## src/rtl/spi_slave_rx.sv

```systemverilog
// SPI mode-0 responder: oversamples SCK/CSX/SDI/DC in the CLK_100MHz domain and
// hands each completed byte, tagged with its DC level, to a valid/ack consumer.
module spi_slave_rx #(
  parameter int SYNC_STAGES = 2,
  parameter bit MSB_FIRST   = 1'b1
) (
  input  logic       CLK_100MHz,
  input  logic       RESET,
  input  logic       SCK,
  input  logic       CSX,
  input  logic       SDI,
  input  logic       DC,
  input  logic       ACK,
  output logic [7:0] OUT,
  output logic       OUT_DC,
  output logic       VALID,
  output logic       OVERRUN,
  output logic       BUSY,
  output logic [7:0] BYTE_COUNT
);

  localparam int LAST = SYNC_STAGES - 1;

  typedef enum logic {ST_IDLE, ST_SHIFT} state_t;

  logic [LAST:0] sck_sync_reg;
  logic [LAST:0] csx_sync_reg;
  logic [LAST:0] sdi_sync_reg;
  logic [LAST:0] dc_sync_reg;
  logic          sck_prev_reg;

  state_t        state_reg, state_next;
  logic          csx_fall;
  logic [2:0]    bit_cnt_reg;
  logic [7:0]    shift_reg;
  logic [7:0]    shift_next;
  logic [7:0]    done_byte_reg;
  logic          done_dc_reg;
  logic          commit_reg;

  logic sck_s, csx_s, sdi_s, dc_s, sck_rise;

  assign sck_s    = sck_sync_reg[LAST];
  assign csx_s    = csx_sync_reg[LAST];
  assign sdi_s    = sdi_sync_reg[LAST];
  assign dc_s     = dc_sync_reg[LAST];
  assign sck_rise = sck_s & ~sck_prev_reg;
  assign BUSY     = ~csx_s;

  assign shift_next = MSB_FIRST ? {shift_reg[6:0], sdi_s} : {sdi_s, shift_reg[7:1]};

  // Synchronisers reset to the idle bus levels so release from reset looks like a quiet bus.
  always_ff @(posedge CLK_100MHz or posedge RESET) begin
    if (RESET) begin
      sck_sync_reg <= '0;
      csx_sync_reg <= '1;
      sdi_sync_reg <= '0;
      dc_sync_reg  <= '0;
      sck_prev_reg <= 1'b0;
    end else begin
      sck_sync_reg <= {sck_sync_reg[LAST-1:0], SCK};
      csx_sync_reg <= {csx_sync_reg[LAST-1:0], CSX};
      sdi_sync_reg <= {sdi_sync_reg[LAST-1:0], SDI};
      dc_sync_reg  <= {dc_sync_reg[LAST-1:0], DC};
      sck_prev_reg <= sck_s;
    end
  end

  always_ff @(posedge CLK_100MHz or posedge RESET) begin
    if (RESET) begin
      state_reg <= ST_IDLE;
    end else begin
      state_reg <= state_next;
    end
  end

  always_comb begin
    state_next = state_reg;
    csx_fall   = 1'b0;
    case (state_reg)
      ST_IDLE: begin
        if (!csx_s) begin
          state_next = ST_SHIFT;
          csx_fall   = 1'b1;
        end
      end
      ST_SHIFT: begin
        if (csx_s) begin
          state_next = ST_IDLE;
        end
      end
      default: state_next = ST_IDLE;
    endcase
  end

  // Assembly stage: the finished byte is parked in done_* so a CSX rise right after
  // the 8th edge cannot disturb the commit on the following cycle.
  always_ff @(posedge CLK_100MHz or posedge RESET) begin
    if (RESET) begin
      bit_cnt_reg   <= 3'd0;
      shift_reg     <= 8'h00;
      done_byte_reg <= 8'h00;
      done_dc_reg   <= 1'b0;
      commit_reg    <= 1'b0;
    end else begin
      commit_reg <= 1'b0;
      if (state_reg == ST_IDLE || csx_s) begin
        bit_cnt_reg <= 3'd0;
        shift_reg   <= 8'h00;
      end else if (sck_rise) begin
        shift_reg   <= shift_next;
        bit_cnt_reg <= bit_cnt_reg + 3'd1;
        if (bit_cnt_reg == 3'd7) begin
          done_byte_reg <= shift_next;
          done_dc_reg   <= dc_s;
          commit_reg    <= 1'b1;
        end
      end
    end
  end

  always_ff @(posedge CLK_100MHz or posedge RESET) begin
    if (RESET) begin
      OUT        <= 8'h00;
      OUT_DC     <= 1'b0;
      VALID      <= 1'b0;
      OVERRUN    <= 1'b0;
      BYTE_COUNT <= 8'h00;
    end else begin
      if (csx_fall) begin
        BYTE_COUNT <= 8'h00;
        OVERRUN    <= 1'b0;
      end
      if (commit_reg) begin
        OUT    <= done_byte_reg;
        OUT_DC <= done_dc_reg;
        VALID  <= 1'b1;
        // An ACK landing on the commit cycle consumes the old byte, so no overrun.
        if (VALID && !ACK) begin
          OVERRUN <= 1'b1;
        end
        if (csx_fall) begin
          BYTE_COUNT <= 8'd1;
        end else if (BYTE_COUNT != 8'hFF) begin
          BYTE_COUNT <= BYTE_COUNT + 8'd1;
        end
      end else if (VALID && ACK) begin
        VALID <= 1'b0;
      end
    end
  end

endmodule

```

## config.mk

```make
export PLATFORM = sky130hd
export DESIGN_NAME = spi_slave_rx
export DESIGN_NICKNAME = d
export VERILOG_FILES = /design/src/rtl/spi_slave_rx.sv
export SDC_FILE = /design/constraint.sdc
export NUM_CORES = 1
export LEC_CHECK = 0
export CORE_MARGIN = 8
export CORE_UTILIZATION = 53
export DETAILED_ROUTE_END_ITERATION = 16
export PLACE_DENSITY = 0.84
export SLEW_MARGIN = 20
export SYNTH_ARGS = -nofsm -noshare
export SYNTH_HDL_FRONTEND = slang
export SYNTH_SLANG_ARGS = --single-unit
export TNS_END_PERCENT = 1
```

## constraint.sdc

```tcl
create_clock -name CLK_100MHz -period 2.1 [get_ports CLK_100MHz]
set_clock_uncertainty 0.15 [all_clocks]
set_input_delay 0.42 -clock CLK_100MHz [delete_from_list [all_inputs] [get_ports CLK_100MHz]]
set_output_delay 0.42 -clock CLK_100MHz [all_outputs]
set_load 0.01 [all_outputs]
```

## Word level (Yosys, flattened, before mapping)

Cells that the tools add are included.
Widths: inputs -> output; s select.

| word-level totals | value |
|---|---|
| bits in registers | 49 |
| bits of input ports | 7 |
| output and inout port bits | 20 |
| logic and storage cells | 50 |

| operators by class | value |
|---|---|
| add/sub/neg operators | 2 |
| equality and inequality tests | 2 |
| mux-type cells | 18 |
| bitwise operators | 5 |
| reduce and logical (&&, ||, !) cells | 7 |

Operators with widths:

| cell | count |
|---|---|
| $mux 8 | 4 |
| $mux 7 | 2 |
| $mux 1 | 10 |
| $add 8x1->8 const B | 1 |
| $ne 8x8->1 const B | 1 |
| $mux 3 | 2 |
| $not 1->1 | 4 |
| $reduce_bool 2->1 | 2 |
| $add 3x1->3 const B | 1 |
| $eq 3x3->1 const B | 1 |
| $reduce_and 3->1 | 1 |
| $logic_and 1x1->1 | 2 |
| $and 1x1->1 | 1 |
| $logic_not 1->1 | 1 |
| $logic_or 1x1->1 | 1 |

## Logic depth before layout (Yosys ltp)

Gate-level depths: netlist of run 1.

| logic depth | value |
|---|---|
| depth in word-level cells | 6 |
| gate-level depth with buffers | 4 |
| mapped depth without buffers | 4 |

## Worst setup path before layout of run 1

OpenSTA, ideal clock, no wires.

| timing | value |
|---|---|
| path type | flip-flop to flip-flop |
| start | register BYTE_COUNT[0] |
| end | register BYTE_COUNT[3] |
| library setup time | 0.074 ns |
| data arrival time | 1.325 ns |
| data required time | 1.876 ns |
| slack | 0.551 ns |
| cell stages (with the launch flop) | 5 |
| path buffers | 0 |
| clock period less this slack | 1.549 ns |
| cell sequence | dfrtp_1 > ha_1 > and4_4 > a2111o_1 > o21ai_2 |

| between the ends | value |
|---|---|
| cells in the longest elaborated chain, start to end | 4 |
| elaborated cells between the ends (all ways) | 5 |
| classes of those cells | 1 x add/sub; 1 x eq/ne; 3 x mux |

RTL lines:

| item | RTL line | text |
|---|---|---|
| from (decl) | 19 | `output logic [7:0] BYTE_COUNT` |
| from (signal assigned) | 145 | `BYTE_COUNT <= BYTE_COUNT + 8'd1;` |
| $add 8x1->8 / $ne 8x8->1 (equally long branches) | 145, 144 |  |
| $mux 8 (*) | 144 | `end else if (BYTE_COUNT != 8'hFF) begin` |
| $mux 8 (*) | 142 | `if (csx_fall) begin` |
| $mux 8 (*) | 134 | `if (commit_reg) begin` |

Mark *: on every way between the ends. The rest lies on a longest branch, timed or not.
A chain may end at the register's enable or synchronous reset.

## Final worst setup path of run 1

| timing | value |
|---|---|
| start | register csx_sync_reg[1] |
| end | output port BUSY |

| between the ends | value |
|---|---|
| cells in the longest elaborated chain, start to end | 1 |

RTL lines:

| item | RTL line | text |
|---|---|---|
| from (decl) | 27 | `logic [LAST:0] csx_sync_reg;` |
| from (signal assigned) | 62 | `csx_sync_reg <= {csx_sync_reg[LAST-1:0], CSX};` |
| $not 1->1 | 48 | `assign BUSY = ~csx_s;` |
| to (decl) | 18 | `output logic BUSY,` |

Every way passes these cells.

==> results of run 1 <==
==> critical path, stage by stage (launching register included) <==
cell	delay, ns
dfstp_2	0.54
inv_1	0.09
clkdlybuf4s50_1	0.50
==> where the power goes <==
group          switching, µW  internal, µW  total [µW]  leakage, µW
registers               6.65           955         962     0.000659
clock network            273           226         500    0.0000410
logic                   36.7          22.2        59.0     0.000385
total                    316          1200        1520      0.00109
==> layout make-up <==
class | instances | area (µm²)
Fill cell | 301 | 1270
Sequential cell | 49 | 1230
Multi-Input combinational cell | 93 | 676
Timing Repair Buffer | 29 | 295
Clock buffer | 6 | 72.6
Tap cell | 48 | 60.1
Inverter | 8 | 30.0
Clock inverter | 1 | 5.00
==> kinds of logic after synthesis <==
| group | count (synthesis) | synth area share [%] |
|---|---|---|
| AO/OA/AOI/OAI | 25 | 8.43 |
| XOR/XNOR | 1 | 0.444 |
| adder cells (fa/ha/maj) | 3 | 1.90 |
| buffers and inverters | 14 | 3.49 |
| flip-flops | 49 | 62.3 |
| multiplexers | 20 | 11.3 |
| AND/OR/NAND/NOR | 44 | 12.2 |
==> layer usage <==
| metal | up-vias | share of wire (%) | GRT usage (%) |
|---|---|---|---|
| met5 | - | 0 | 0 |
| met4 | 0 | 1.8 | 7.36 |
| met3 | 6 | 6.9 | 5.36 |
| met2 | 31 | 52 | 21.3 |
| met1 | 620 | 39 | 13.5 |
| li1 | 594 | - | - |
==> final timing paths <==
kind,startpoint,endpoint,slack [ns],cells past startpoint
worst max-delay path,csx_sync_reg[1],BUSY,0.11,2
worst min-delay path,dc_sync_reg[0],dc_sync_reg[1],0.21,0
worst max register to register,bit_cnt_reg[0],done_byte_reg[4],0.45,4
worst min register to register,dc_sync_reg[0],dc_sync_reg[1],0.21,0
max in group asynchronous,RESET,csx_sync_reg[0],0.99,3
min in group asynchronous,RESET,done_byte_reg[6],0.28,2
==> metrics by stage <==
step,hold slack [ns],util (%)
final,0.206,65.2
after global routing,0.212,65.2
after CTS,0.211,65.2
after detailed placement,0.187,63.0
after global placement,0.185,63.0
after floorplan,0.181,-
==> cell usage in the layout (no fill, tap or decap), types with 2 or more instances in the layout <==
cell type        netlist  final
and4_1                 2      2
o21ai_0                3      3
inv_1                  8      7
buf_4                  1      2
mux2i_1                2      2
clkbuf_8               0      5
dfstp_2                2      2
clkdlybuf4s50_1        0     26
a21oi_1               12     12
nor2_1                 2      2
a31oi_1                2      2
nor3_1                 2      2
mux2_2                18     18
nand2_1               26     26
ha_1                   3      3
dfrtp_1               47     47
==> impl_metrics.py, run 1 <==
metrics = {
    "drt": {
        "dr.pass1.iters": 4,
        "num_vias": 1251,
        "wl_um": 3540,
        "drtIter0Drc": 63,
        "ant_nets": 0,
        "wl_per_cell_um": 15.1,
        "detail_route.vias_per_cell": 5.35,
        "drcViolationCount": 0,
    },
    "synthesis": {
        "ys_seq_area_share_pct": 62.3,
        "yosys_most_used_dff": "dfrtp_1",
        "synth.area.top_cells": "dfrtp_1 (60%), mux2_2 (10%), nand2_1 (4.9%), a21oi_1 (3.0%), dfstp_2 (2.7%)",
        "yosys_warnings": 0,
        "synth_cells": 156,
        "ys_ff_latch": 49,
        "synth_top_area_share_pct": 59.6,
        "synthArstFlopShare_pct": 100,
        "synth_most_common_cell": "dfrtp_1",
        "synth_top_cell_by_area": "dfrtp_1",
        "synth_nets": 166,
        "synth_edf_count": 0,
        "synthTopCellsByCount": "dfrtp_1 (47), nand2_1 (26), mux2_2 (18), a21oi_1 (12), inv_1 (8)",
        "synth_cell_types": 38,
        "synth_area_mm2": 0.00197,
        "syn_area_per_cell_um2": 12.6,
    },
    "clock_tree": {
        "cts_setup_buffers": 0,
        "cts_buffers": 5,
        "clkTransAtPathRegs_ns": 0.08,
        "root_buffer": "clkbuf_8",
        "postCtsHoldBufs": 0,
        "h-tree-depth": 2,
        "cts_resized": 0,
        "cts_tree": "built",
        "numClockSinks": 49,
        "clk_latency_ns": 0.29,
        "clock_path_buffers": 2,
    },
    "layout": {
        "fin_cells": 234,
        "antenna_cells": 0,
        "nets": 196,
        "synthToLayoutAreaGrowth_pct": 20.0,
        "layout-drive-gt1-share_pct": 19.9,
        "stdcell_area_mm2": 0.00237,
    },
    "timing": {
        "worst_pin_slew_ns": 0.419,
        "period_share_pct": 94.7,
        "fin_tns_setup_ns": 0,
        "slew_violations": 0,
        "max_freq_mhz": 503,
        "rsz0062_at_grt": "false",
        "period_needed_ns": 1.99,
        "setup_ws_ns": 0.112,
        "finalSetupViolations": 0,
        "finalHoldViolations": 0,
        "timing.slew.headroom_pct": 72.0,
    },
    "place": {
        "place_hpwl_um": 2600,
        "numPortBuffers": 26,
        "pre_cts_slack_ns": 0.428,
        "placed_cells": 227,
        "place_congestion": 0.783,
        "place_area_mm2": 0.00229,
    },
    "setup_path": {
        "cp_data_required_time_ns": 1.53,
        "arrival_ns": 1.42,
        "endpoint_kind": "output pin",
        "crit_type": "register to output pin",
        "crit_fanout": 4,
        "cp-start-kind": "register",
    },
    "floorplanning": {
        "fp.dieW_um": 77.0,
        "io_pins": 27,
        "rows": 22,
        "initial_core_util_pct": 54.3,
        "core_mm2": 0.00363,
        "die_h_um": 77.0,
        "die-area_mm2": 0.00593,
    },
    "grt": {
        "grt_pass1_vias": 1353,
        "antenna_found_initial": 0,
        "grt_max_degree": 23,
        "grtUsageTotal_pct": 12.9,
        "grt.overflow.total": 0,
        "grt_pass1_wl_um": 6180,
    },
    "status": {
        "status": "finished clean",
    },
    "power": {
        "leakage_uw": 0.00109,
        "finalPower_uw": 1520,
        "irDropWorstVdd_mv": 0.502,
        "p_per_area_mw_per_mm2": 642,
    },
    "flow_run": {
        "maxCapViolCount": 0,
    },
    "min_path": {
        "hold_path_class": "register to register",
    },
}
(Power assumes the default switching activity.)
==> run 2, diff against run 1 <==
CAP_MARGIN = 20   (was unset)
==> results of run 2 <==
Final layout, timing and power as in run 1 (identical DEF).
